[config.mk]
export PLATFORM = sky130hd
export DESIGN_NAME = instr_fetch
export DESIGN_NICKNAME = d
export VERILOG_FILES = /design/src/rtl/mips_pkg.sv /design/src/rtl/fetch_fifo.sv /design/src/rtl/instr_fetch.sv
export SDC_FILE = /design/constraint.sdc
export NUM_CORES = 1
export LEC_CHECK = 0
export CORE_MARGIN = 2
export CORE_UTILIZATION = 30
export CTS_BUF_LIST = sky130_fd_sc_hd__clkbuf_8
export CTS_CLUSTER_DIAMETER = 80
export CTS_CLUSTER_SIZE = 8
export DETAILED_ROUTE_END_ITERATION = 6
export MAX_ROUTING_LAYER = met4
export SYNTH_ARGS = -nofsm -noshare
export SYNTH_HDL_FRONTEND = slang
export SYNTH_SLANG_ARGS = --single-unit
[constraint.sdc]
create_clock -name clk -period 6.3 [get_ports clk]
set_input_delay 1.26 -clock clk [delete_from_list [all_inputs] [get_ports clk]]
set_output_delay 1.26 -clock clk [all_outputs]
set_load 0.005 [all_outputs]
[src/rtl/mips_pkg.sv]
// Shared types and constants for the instruction fetch stage.
package mips_pkg;

    typedef logic [31:0] addr_t;
    typedef logic [31:0] instr_t;

    localparam addr_t INSTR_BYTES = 32'd4;

    typedef enum logic [1:0] {
        ST_REQ  = 2'd0,
        ST_WAIT = 2'd1,
        ST_DROP = 2'd2,
        ST_HALT = 2'd3
    } fetch_state_e;

    typedef struct packed {
        addr_t  pc;
        instr_t instr;
    } fetch_entry_t;

endpackage

[src/rtl/fetch_fifo.sv]
// Small synchronous FIFO of {pc, instr} entries; the head is visible combinationally.
module fetch_fifo
    import mips_pkg::*;
#(
    parameter int FIFO_DEPTH = 2
) (
    input  logic         clk,
    input  logic         rst,
    input  logic         push,
    input  fetch_entry_t push_data,
    input  logic         pop,
    input  logic         flush,
    output fetch_entry_t head,
    output logic         full,
    output logic         empty
);

    localparam int PTR_W = $clog2(FIFO_DEPTH);
    localparam int CNT_W = PTR_W + 1;

    fetch_entry_t     mem [FIFO_DEPTH];
    logic [PTR_W-1:0] rd_ptr;
    logic [PTR_W-1:0] wr_ptr;
    logic [CNT_W-1:0] count;
    logic             do_push;
    logic             do_pop;

    assign full    = (count == CNT_W'(FIFO_DEPTH));
    assign empty   = (count == '0);
    assign head    = mem[rd_ptr];
    assign do_pop  = pop && !empty;
    // A pop in the same cycle frees the slot a full-FIFO push needs.
    assign do_push = push && (!full || do_pop);

    always_ff @(posedge clk or posedge rst) begin
        if (rst) begin
            rd_ptr <= '0;
            wr_ptr <= '0;
            count  <= '0;
            for (int i = 0; i < FIFO_DEPTH; i++) begin
                mem[i] <= '0;
            end
        end else if (flush) begin
            rd_ptr <= '0;
            wr_ptr <= '0;
            count  <= '0;
        end else begin
            if (do_push) begin
                mem[wr_ptr] <= push_data;
                wr_ptr      <= wr_ptr + PTR_W'(1);
            end
            if (do_pop) begin
                rd_ptr <= rd_ptr + PTR_W'(1);
            end
            case ({do_push, do_pop})
                2'b10:   count <= count + CNT_W'(1);
                2'b01:   count <= count - CNT_W'(1);
                default: count <= count;
            endcase
        end
    end

endmodule

[src/rtl/instr_fetch.sv]
// Instruction fetch: one outstanding memory read, buffered into fetch_fifo, with redirect/drop handling.
// Optional FETCH_ALIGN_CHECK_EN: misaligned redirects raise misalign_err and halt fetch.
module instr_fetch
    import mips_pkg::*;
#(
    parameter addr_t RESET_PC   = 32'h0000_0000,
    parameter int    FIFO_DEPTH = 2
) (
    input  logic        clk,
    input  logic        rst,
    input  logic        redirect_valid,
    input  logic [31:0] redirect_pc,
    output logic        mem_req,
    output logic [31:0] mem_addr,
    input  logic        mem_gnt,
    input  logic        mem_rvalid,
    input  logic [31:0] mem_rdata,
    output logic        if_valid,
    output logic [31:0] if_instr,
    output logic [31:0] if_pc,
    input  logic        if_ready,
    output logic        misalign_err
);

    fetch_state_e state;
    addr_t        fetch_pc;
    addr_t        req_pc;
    logic         fetch_en;
    addr_t        redirect_target;
    logic         misaligned;
    logic         fifo_push;
    logic         fifo_pop;
    logic         fifo_full;
    logic         fifo_empty;
    fetch_entry_t fifo_head;
    fetch_entry_t push_entry;

`ifdef FETCH_ALIGN_CHECK_EN
    assign redirect_target = redirect_pc;
    assign misaligned      = redirect_valid && (redirect_pc[1:0] != 2'b00);

    always_ff @(posedge clk or posedge rst) begin
        if (rst) begin
            misalign_err <= 1'b0;
        end else if (misaligned) begin
            misalign_err <= 1'b1;
        end
    end
`else
    logic unused_low_bits;
    assign unused_low_bits = ^redirect_pc[1:0];
    assign redirect_target = {redirect_pc[31:2], 2'b00};
    assign misaligned      = 1'b0;
    assign misalign_err    = 1'b0;
`endif

    // fetch_en keeps mem_req low while reset is held and for the cycle it releases.
    assign mem_req    = fetch_en && (state == ST_REQ) && !fifo_full;
    assign mem_addr   = fetch_pc;
    assign fifo_push  = (state == ST_WAIT) && mem_rvalid && !redirect_valid;
    assign fifo_pop   = if_valid && if_ready;
    assign push_entry = '{pc: req_pc, instr: mem_rdata};

    always_ff @(posedge clk or posedge rst) begin
        if (rst) begin
            state    <= ST_REQ;
            fetch_pc <= RESET_PC;
            req_pc   <= RESET_PC;
            fetch_en <= 1'b0;
        end else begin
            fetch_en <= 1'b1;
            if (redirect_valid) begin
                fetch_pc <= redirect_target;
                if (misaligned) begin
                    state <= ST_HALT;
                end else begin
                    // A granted-but-unanswered request must have its response discarded.
                    case (state)
                        ST_REQ:  state <= (mem_req && mem_gnt) ? ST_DROP : ST_REQ;
                        ST_WAIT: state <= mem_rvalid ? ST_REQ : ST_DROP;
                        ST_DROP: state <= mem_rvalid ? ST_REQ : ST_DROP;
                        default: state <= ST_REQ;
                    endcase
                end
            end else begin
                case (state)
                    ST_REQ: begin
                        if (mem_req && mem_gnt) begin
                            req_pc   <= fetch_pc;
                            fetch_pc <= fetch_pc + INSTR_BYTES;
                            state    <= ST_WAIT;
                        end
                    end
                    ST_WAIT: if (mem_rvalid) state <= ST_REQ;
                    ST_DROP: if (mem_rvalid) state <= ST_REQ;
                    default: state <= state;
                endcase
            end
        end
    end

    fetch_fifo #(
        .FIFO_DEPTH(FIFO_DEPTH)
    ) u_fifo (
        .clk      (clk),
        .rst      (rst),
        .push     (fifo_push),
        .push_data(push_entry),
        .pop      (fifo_pop),
        .flush    (redirect_valid),
        .head     (fifo_head),
        .full     (fifo_full),
        .empty    (fifo_empty)
    );

    assign if_valid = !fifo_empty;
    assign if_pc    = fifo_head.pc;
    assign if_instr = fifo_head.instr;

endmodule

# After elaboration in Yosys (flattened, before gate mapping)
# Index checks and enable logic that the tools add are counted.
# word_totals
word_cells	77
inputBits	70
rom_bits	0
latch_bits	0
ram_bits	0
ff_bits	199
mem_count	0
# op_classes
n_bitwise	3
n_div	0
reduce_logical	26
order_cmp	3
n_mul	0
n_mux	22
n_addsub	5
n_eq_ne	7
shift	0
# ops
cell	count
two-way mux 64 bit	4
bitwise mux 128 bit	1
two-way mux 32 bit	3
demux 64 bit (select 1 bit)	1
adder 32 x 3 -> 32 bit (second input constant)	1
two-way mux 2 bit	6
one-hot mux 2 bit (2 select lines)	3
logical AND 1 bit	9
nonzero test 2 bit	4
equality test 2 bit (second input constant)	3
AND reduction 3 bit	2
nonzero test 3 bit	2
equality test 2 x 1 -> 1 bit (second input constant)	2
>= comparator 2 bit (second input constant)	2
zero test 2 bit	2
two-way mux 1 bit	4
NOT 1 -> 2 bit	2
AND reduction 2 bit	2
zero test 1 bit	3
!= test 3 x 1 -> 1 bit (second input constant)	1
!= test 3 x 2 -> 1 bit (second input constant)	1
adder 1 bit (second input constant)	2
adder 2 x 1 -> 2 bit (second input constant)	1
< comparator 2 x 1 -> 1 bit (second input constant)	1
other kinds (4)	4

# Logic depth before layout (Yosys ltp)
# Gate-level depths: netlist of run 1.
# logic_depth
word_depth	9
mapped_depth	8
depth_no_buf	7

# Hierarchy
# A second synthesis of run 1 with hierarchy kept.
# unflattened
hier_cells	649
area_unflattened_um2	9009.9
# by_module_without_submodules
mod	n_inst	seq_area_each_um2	cells_per_inst	area_per_inst_um2
fetch_fifo	1	3303.2	366	5918.2
instr_fetch	1	1576.5	283	3091.7

# Worst setup path after synthesis of run 1
# OpenSTA, ideal clock, no wires.
# synth_path
path_kind	input to register
from	input redirect_valid
to	register u_fifo.mem[107] (netlist bit)
cell_stages	4
arrival_ps	2554
n_path_buf	2
slack_ps	3621
cell_sequence	clkbuf_1 -> nor4_4 -> buf_6 -> mux2_4
# synth_via
elab_chain_len	4
word_cells_on_any_way	5
# synth_rtl
item	line_no	rtl
start, declared	instr_fetch.sv:11	input logic redirect_valid,
zero test 1 bit	instr_fetch.sv:60	assign fifo_push = (state == ST_WAIT) && mem_rvalid && !redirect_valid;
logical AND 1 bit	instr_fetch.sv:60	
logical AND 1 bit	fetch_fifo.sv:33	assign do_push = push && (!full || do_pop);
AND reduction 2 bit (no source line) (*)	n/a	
end signal, assigned by index	fetch_fifo.sv:49	mem[wr_ptr] <= push_data;
end, declared	fetch_fifo.sv:21	fetch_entry_t mem [FIFO_DEPTH];
# Mark *: on every way between the ends. The rest lies on a longest branch, timed or not.
# A chain may end at the register's enable or synchronous reset.

# Worst setup path in the final report of run 1
# layout_path
from	register u_fifo.rd_ptr
to	output if_pc[26]
# layout_via
elab_chain_len	4
# layout_rtl
item	line_no	rtl
start, declared	fetch_fifo.sv:22	logic [PTR_W-1:0] rd_ptr;
start signal, assigned	fetch_fifo.sv:53	rd_ptr <= rd_ptr + PTR_W'(1);
NOT 1 -> 2 bit (implied by the code)	fetch_fifo.sv:30	assign head = mem[rd_ptr];
two-way mux 64 bit (implied by the code) (3 in a row)	fetch_fifo.sv:30	
end, declared	instr_fetch.sv:20	output logic [31:0] if_pc,
# Every way passes these cells. The select of a mux whose other input is x is not followed.

==> results.json, run 1 <==
{
  "status": "finished, final reports clean",
  "grt_usage": 0.142,
  "cp.depth": 2,
  "rows": 62,
  "clkLatencyLatePin_ns": 0.47,
  "relSlewSlack": 0.291,
  "rsz0062_at_grt": "no",
  "startpoint": "u_fifo.rd_ptr$_DFFE_PP0P_",
  "max_freq_ghz": 0.264,
  "end_kind": "output port",
  "r2r.worst_path.cells": 7,
  "die_y_um": 176,
  "crit_end": "if_pc[26]",
  "drv_slew": 0,
  "grt_use_met3": 0.0333,
  "initial_core_util": 0.306,
  "syn_to_final_growth_pct": 26.0,
  "dr.pass1.iters": 4,
  "critPathArrivalTime_ns": 2.53,
  "cp_max_fo": 63,
  "routed_via_density": 4.61,
  "vias": 5505,
  "finalWorstSetupSlack_ns": 2.51,
  "p_per_area_nw_per_um2": 362,
  "max_stage_delay_ns": 1.12,
  "regToRegSetupSlack_ns": 3.50,
  "cts_root_buf": "clkbuf_8",
  "cts_tree": "built",
  "clock_sinks": 191,
  "wl_um": 20800,
  "grt_pass1_wl_um": 33100,
  "synth_area_sq_um": 8840,
  "peakVddDrop_v": 0.000128,
  "path_delay_family": "flip-flops",
  "multiInputGateArea_sq_um": 3790,
  "netlist_instances": 642,
  "tns_ns": 0,
  "seqCellArea_sq_um": 4780,
  "dp_hpwl_um": 13100,
  "setup_viol": 0,
  "drc_errors": 0,
  "crit_chain": "mux2_2 > clkdlybuf4s50_1",
  "critPathLaunchType": "flop",
  "min_period_ns": 3.79,
  "grt_max_degree": 116,
  "synth-async-reset-ratio": 1.00,
  "postCtsSetupBuffers": 0,
  "h-tree-depth": 4,
  "ys_ff_latch": 191,
  "fp.dieArea_sq_um": 30900,
  "antenna_left": 0,
  "antenna_found_initial": 2,
  "nNetsFinal": 869,
  "ys_types": 41,
  "top_usage_layer": "met2",
  "n_fill_cell": 2806,
  "worst_pin_slew_ns": 1.06,
  "timing.rr.start": "state[0]$_DFFE_PP0P_",
  "pre_cts_slack_ns": 2.56,
  "crit_required_ns": 5.04,
  "design.core.area_sq_um": 28900,
  "slowest_stage": "dfrtp_4",
  "drt_iter0_drc": 281,
  "hold_class": "flop to flop",
  "layout_common_cells": "dfrtp_1, mux2_2, clkdlybuf4s50_1, mux2_4, nand2_1",
  "crit_type": "flop to output port",
  "reg2reg_to": "req_pc[30]$_DFFE_PP0P_",
  "yosysWarnings": 0,
  "gp_congestion": 0.746,
  "cts_resized": 0,
  "grt_pass1_vias": 5792,
  "cts_buffers": 17,
  "die_w_um": 176,
  "p_leak_uw": 0.00486,
  "grt_overflow_total": 0,
  "synth_edf_count": 0,
  "synth_top_flop_cell": "dfrtp_1",
  "layout_commonest_cell": "dfrtp_1",
  "ios": 169,
  "cts_buffer_depth": 2,
  "post_drt_wl_per_cell_um": 17.4,
  "maxCapViolations": 0,
  "final.setup_skew_ns": 0.0233,
  "clkSlewWorstSetupHoldPaths_ns": 0.10,
  "finalCritPeriodShare": 0.601,
  "synth_area_per_cell_sq_um": 13.8,
  "hold_viol": 0,
  "grt_util_met2": 0.218,
  "cp_num_buf_inv": 1,
  "globalRouteMet1Util": 0.192,
  "drive_gt1_frac": 0.330,
  "seq_area_frac_synth": 0.540,
  "port_buffers": 161,
  "cts_hold_buffers": 0
}
==> synth_stat cells (8+ instances only) <==
library cell | instances | area, sq um
buf_1 | 8 | 30.0
buf_6 | 13 | 146
dfrtp_1 | 191 | 4780
inv_1 | 10 | 37.5
mux2_2 | 169 | 1900
mux2_4 | 49 | 736
nand2_1 | 43 | 161
nand3_1 | 10 | 50.1
nand4_1 | 16 | 100
nor2_1 | 8 | 30.0
o21ai_0 | 33 | 165
xor2_1 | 22 | 193
==> flip-flops by register name (all words and copies together) (netlist names) <==
name and count:
u_fifo.mem 124, mem_addr 30, req_pc 30, state 2, u_fifo.count 2, fetch_en 1
u_fifo.rd_ptr 1, u_fifo.wr_ptr 1
==> worst min path at each step <==
stage | from | end | cells after the start
after global placement | u_fifo.mem[23]$_DFFE_PP0P_ | u_fifo.mem[23]$_DFFE_PP0P_ | 1
after detailed placement | u_fifo.mem[10]$_DFFE_PP0P_ | u_fifo.mem[10]$_DFFE_PP0P_ | 1
after global routing | u_fifo.mem[5]$_DFFE_PP0P_ | u_fifo.mem[5]$_DFFE_PP0P_ | 1
after floorplan | u_fifo.mem[0]$_DFFE_PP0P_ | u_fifo.mem[0]$_DFFE_PP0P_ | 1
after CTS | u_fifo.mem[9]$_DFFE_PP0P_ | u_fifo.mem[9]$_DFFE_PP0P_ | 1
final | u_fifo.mem[31]$_DFFE_PP0P_ | u_fifo.mem[31]$_DFFE_PP0P_ | 1
==> metal layers <==
layer | vias up | routed length [um]
met5 | - | 0
met4 | 0 | 221
met3 | 13 | 905
met2 | 128 | 9520
met1 | 2798 | 10100
li1 | 2566 | -
==> layout make-up <==
cell class,instances,share of cell area
Sequential cell,191,0.429
Multi-Input combinational cell,407,0.340
Timing Repair Buffer,168,0.150
Tap cell,384,0.0431
Clock buffer,18,0.0222
Clock inverter,14,0.0109
Inverter,10,0.00370
Antenna cell,2,0.000449
==> power breakdown <==
| part | switching (uW) | internal, uW | leakage [uW] | total [uW] |
|---|---|---|---|---|
| sequential | 266 | 1620 | 0.00246 | 1880 |
| combinational | 408 | 953 | 0.00221 | 1360 |
| clock | 499 | 299 | 0.000190 | 797 |
==> cell families after synthesis <==
logic type,share of synthesized area
mux,0.300
flops,0.540
simple gates,0.0664
buf+inv,0.0342
compound gates,0.0242
xor+xnor,0.0287
fa+ha+maj,0.00566
other cells,0.000849
==> through the flow <==
step	hold WS [ns]	utilization	instance area, sq um	std cells	total power [uW]
2_1_floorplan	0.474	-	8860	646	2630
3_3_place_gp	0.481	0.373	10800	1160	3250
3_5_place_dp	0.487	0.373	10800	1160	3280
4_1_cts	0.512	0.386	11100	1192	4110
5_1_grt	0.524	0.386	11100	1194	4300
6_report	0.507	0.386	11100	1194	4040
Note: power is estimated with default switching activity, not from simulation.
==> inputs of run 2 (changes only) <==
clock period = 3.42 ns   (was 6.3 ns; I/O delays follow)
==> results.json, run 2 (synthesized netlist as in run 1, its figures left out) <==
{
  "cp.depth": 3,
  "dp_hpwl_um": 13500,
  "postCtsSetupBuffers": 0,
  "final.setup_skew_ns": 0.0252,
  "met3WireLength_um": 968,
  "hold_path_depth": 1,
  "relSlewSlack": 0.459,
  "wl_um": 20400,
  "min_period_ns": 2.80,
  "peakVddDrop_v": 0.000236,
  "hold_viol": 0,
  "nNetsFinal": 879,
  "cts_hold_buffers": 0,
  "tns_ns": 0,
  "rsz0062_at_grt": "no",
  "die_y_um": 176,
  "n_fill_cell": 2794,
  "post_drt_wl_per_cell_um": 16.9,
  "cts_buffer_depth": 2,
  "grt_pass1_vias": 5747,
  "worst_pin_slew_ns": 0.804,
  "maxCapViolations": 0,
  "path_delay_family": "buffers and inverters",
  "antenna_found_initial": 3,
  "highest_layer": "met4",
  "p_leak_uw": 0.00494,
  "vias": 5510,
  "setup_viol": 0,
  "grt_usage": 0.141,
  "rows": 62,
  "status": "finished, final reports clean",
  "drv_slew": 0,
  "clock_sinks": 191,
  "grt_overflow_total": 0,
  "antenna_left": 0,
  "layout_commonest_cell": "dfrtp_1",
  "end_kind": "output port",
  "crit_required_ns": 2.74,
  "max_stage_delay_ns": 0.46,
  "ios": 169,
  "initial_core_util": 0.306,
  "die_w_um": 176,
  "p_per_area_nw_per_um2": 667,
  "port_buffers": 161,
  "clkLatencyLatePin_ns": 0.48,
  "grt_pass1_wl_um": 32700,
  "cp_max_fo": 20,
  "grt_max_degree": 121,
  "cp_num_buf_inv": 2,
  "critPathArrivalTime_ns": 2.12,
  "routed_via_density": 4.57,
  "clkSlewWorstSetupHoldPaths_ns": 0.09,
  "gp_congestion": 0.750,
  "design.core.area_sq_um": 28900,
  "crit_type": "flop to output port",
  "cts_root_buf": "clkbuf_8",
  "cts_buffers": 17,
  "syn_to_final_growth_pct": 28.3,
  "hold_class": "flop to flop",
  "max_freq_ghz": 0.357,
  "cts_tree": "built",
  "drive_gt1_frac": 0.339,
  "finalCritPeriodShare": 0.819,
  "top_register": "u_fifo.mem",
  "h-tree-depth": 4,
  "r2r.worst_path.cells": 6,
  "fp.dieArea_sq_um": 30900,
  "cts_resized": 0,
  "slowest_stage": "clkdlybuf4s50_1",
  "crit_chain": "buf_4 > mux2_2 > clkdlybuf4s50_1",
  "drc_errors": 0,
  "wl_met2_um": 9580,
  "critPathLaunchType": "flop",
  "drt_iter0_drc": 213,
  "layout_common_cells": "dfrtp_1, mux2_2, clkdlybuf4s50_1, mux2_4, nand2_1",
  "wl_met1_um": 9720,
  "dr.pass1.iters": 4,
  "largest_reg_flops": 124,
  "power_uw": 7560
}
==> run 2: worst paths after layout <==
kind,startpoint,endpoint,slack [ns]
max,u_fifo.rd_ptr$_DFFE_PP0P_,if_pc[13],0.62
min,u_fifo.mem[31]$_DFFE_PP0P_,u_fifo.mem[31]$_DFFE_PP0P_,0.51
max reg2reg,u_fifo.count[1]$_DFFE_PP0P_,u_fifo.mem[24]$_DFFE_PP0P_,0.90
min reg2reg,u_fifo.mem[31]$_DFFE_PP0P_,u_fifo.mem[31]$_DFFE_PP0P_,0.51
max in group asynchronous,rst,u_fifo.rd_ptr$_DFFE_PP0P_,2.05
min in group asynchronous,rst,u_fifo.mem[25]$_DFFE_PP0P_,0.69
==> run 2: area by class of cell <==
type,count,area [sq um],share of cell area
diodes,3,7.51,0.000662
clock buffers,18,248,0.0218
clock inverters,14,179,0.0158
inverters,10,41.3,0.00364
multi-input cells,407,3790,0.335
flip-flops and latches,191,4780,0.422
well taps,384,480,0.0424
repair buffers,178,1810,0.159
==> run 2: metal layers <==
layer	GRT usage	up-vias
met5	-	-
met4	0.0341	0
met3	0.0342	15
met2	0.215	130
li1	-	2604
met1	0.188	2761
==> run 2: where the power goes <==
part | total, uW | internal [uW] | switching (uW) | leakage, uW
sequential | 3420 | 2980 | 443 | 0.00246
clock | 1580 | 696 | 882 | 0.000204
combinational | 2560 | 1780 | 787 | 0.00228
==> run 2: per-stage QoR <==
step                      worst slack, ns  instances  area (sq um)  hold WS (ns)   util
after floorplan                     0.274        646          8860         0.474      -
after global placement              0.685       1170         10900         0.481  0.378
after detailed placement            0.655       1170         10900         0.487  0.378
after CTS                           0.552       1202         11300         0.511  0.393
after global routing                0.529       1205         11300         0.524  0.393
final                               0.620       1205         11300         0.509  0.393
==> inputs of run 3 (changes only) <==
clock period = 2.8 ns   (was 3.42 ns; I/O delays follow)
==> results.json, run 3 (synthesized netlist as in run 1, its figures left out) <==
{
  "rows": 62,
  "grt_max_degree": 77,
  "drt_iter0_drc": 229,
  "worst_hold_slack_ns": 0.381,
  "clkLatencyLatePin_ns": 0.47,
  "fp.dieArea_sq_um": 30900,
  "antenna_left": 0,
  "die_y_um": 176,
  "crit_chain": "inv_1 > ha_1 > nand2_1 > nor2_1 > clkdlybuf4s50_1",
  "relSlewSlack": 0.525,
  "clock_sinks": 191,
  "cts_root_buf": "clkbuf_8",
  "cp_max_fo": 6,
  "dr.pass1.iters": 4,
  "largest_reg_flops": 124,
  "postCtsSetupBuffers": 7,
  "antenna_found_initial": 3,
  "hold_viol": 0,
  "peakVddDrop_v": 0.000242,
  "layout_common_cells": "dfrtp_1, mux2_2, clkdlybuf4s50_1, mux2_4, nand2_1",
  "switching_power_uw": 2600,
  "finalCritPeriodShare": 0.941,
  "p_per_area_nw_per_um2": 795,
  "critPathArrivalTime_ns": 2.08,
  "comb_power_share": 0.347,
  "critPathLaunchType": "flop",
  "pwr-share-seq": 0.461,
  "crit_type": "flop to output port",
  "grt_usage": 0.144,
  "h-tree-depth": 4,
  "cp_num_buf_inv": 2,
  "cts_resized": 0,
  "status": "finished, final reports clean",
  "drv_slew": 0,
  "slowest_stage": "clkdlybuf4s50_1",
  "vias": 5566,
  "max_freq_ghz": 0.379,
  "grt_overflow_total": 0,
  "design.core.area_sq_um": 28900,
  "cts_buffers": 17,
  "syn_to_final_growth_pct": 29.5,
  "end_kind": "output port",
  "path_delay_family": "buffers and inverters",
  "hold_class": "input port to asynchronous set/reset pin",
  "crit_required_ns": 2.24,
  "die_w_um": 176,
  "wl_um": 20900,
  "top_register": "u_fifo.mem",
  "cts_buffer_depth": 2,
  "worst_pin_slew_ns": 0.705,
  "gp_congestion": 0.755,
  "grt_pass1_wl_um": 33500,
  "port_buffers": 161,
  "max_stage_delay_ns": 0.55,
  "p_leak_uw": 0.00504,
  "min_period_ns": 2.64,
  "grt_pass1_vias": 5877,
  "routed_via_density": 4.55,
  "nNetsFinal": 897,
  "p_sw_frac": 0.286,
  "post_drt_wl_per_cell_um": 17.1,
  "clkSlewWorstSetupHoldPaths_ns": 0.10,
  "final.setup_skew_ns": 0.0143,
  "cts_hold_buffers": 0,
  "setup_viol": 0,
  "maxCapViolations": 0,
  "rsz0062_at_grt": "no",
  "cts_tree": "built",
  "dpl_cell_area_sq_um": 11000,
  "dp_hpwl_um": 14100,
  "final_area_sq_um": 11500,
  "drive_gt1_frac": 0.353,
  "p_int_uw": 6510,
  "clkPwrFrac": 0.192,
  "drc_errors": 0,
  "initial_core_util": 0.306,
  "layout_commonest_cell": "dfrtp_1",
  "ios": 169
}
==> run 3: cell count changes in the layout (fill, tap and decap cells not counted) <==
cell / change
inv_8: +2
clkinv_2: +2
bufinv_16: -2
buf_4: +16
inv_6: +2
buf_12: +1
buf_16: +1
clkinv_8: -2
clkinvlp_4: -2
==> run 3: worst paths after layout <==
| path | endpoint | from | cells after the start | slack, ns |
|---|---|---|---|---|
| hold / removal | req_pc[6]$_DFFE_PP0P_ | rst | 2 | 0.38 |
| setup reg to reg | mem_addr[31]$_DFFE_PP0P_ | mem_addr[7]$_DFFE_PP0P_ | 5 | 0.59 |
| min in group clk | u_fifo.wr_ptr$_DFFE_PP0P_ | redirect_valid | 3 | 0.49 |
| hold reg to reg | u_fifo.mem[10]$_DFFE_PP0P_ | u_fifo.mem[10]$_DFFE_PP0P_ | 1 | 0.51 |
| setup / recovery | mem_req | state[0]$_DFFE_PP0P_ | 5 | 0.16 |
| max in group asynchronous | req_pc[29]$_DFFE_PP0P_ | rst | 3 | 1.74 |
==> run 3: final cells by class <==
cell class                      instances  area (sq um)
Inverter                               10          41.3
Fill cell                            2782         17400
Clock buffer                           18           248
Antenna cell                            3          7.51
Sequential cell                       191          4780
Tap cell                              384           480
Timing Repair Buffer                  196          1980
Clock inverter                         14           121
Multi-Input combinational cell        407          3790
==> run 3: through the flow <==
| stage | utilization | setup WS [ns] | total power, uW | setup TNS, ns | instances |
|---|---|---|---|---|---|
| detailed placement | 0.381 | 0.262 | 7430 | 0 | 1181 |
| finish | 0.397 | 0.165 | 9110 | 0 | 1223 |
| floorplan | - | -0.222 | 5910 | -42.49 | 646 |
| CTS | 0.397 | 0.118 | 9260 | 0 | 1220 |
| global placement | 0.381 | 0.303 | 7360 | 0 | 1181 |
| global route | 0.397 | 0.0313 | 9700 | 0 | 1223 |
==> run 3: layer usage <==
layer	routed length [um]	up-vias	global-route usage
li1	-	2635	-
met1	10000	2800	0.192
met2	9760	118	0.224
met3	928	13	0.0338
met4	163	0	0.0341
met5	0	-	-
==> run 3: power by group through the flow <==
stage / logic, uW / clock network [uW] / registers (uW)
floorplan: 1840 / 0 / 4070
global placement: 3120 / 0 / 4250
detailed placement: 3160 / 0 / 4270
CTS: 3220 / 1830 / 4210
global route: 3430 / 1940 / 4330
finish: 3160 / 1740 / 4200
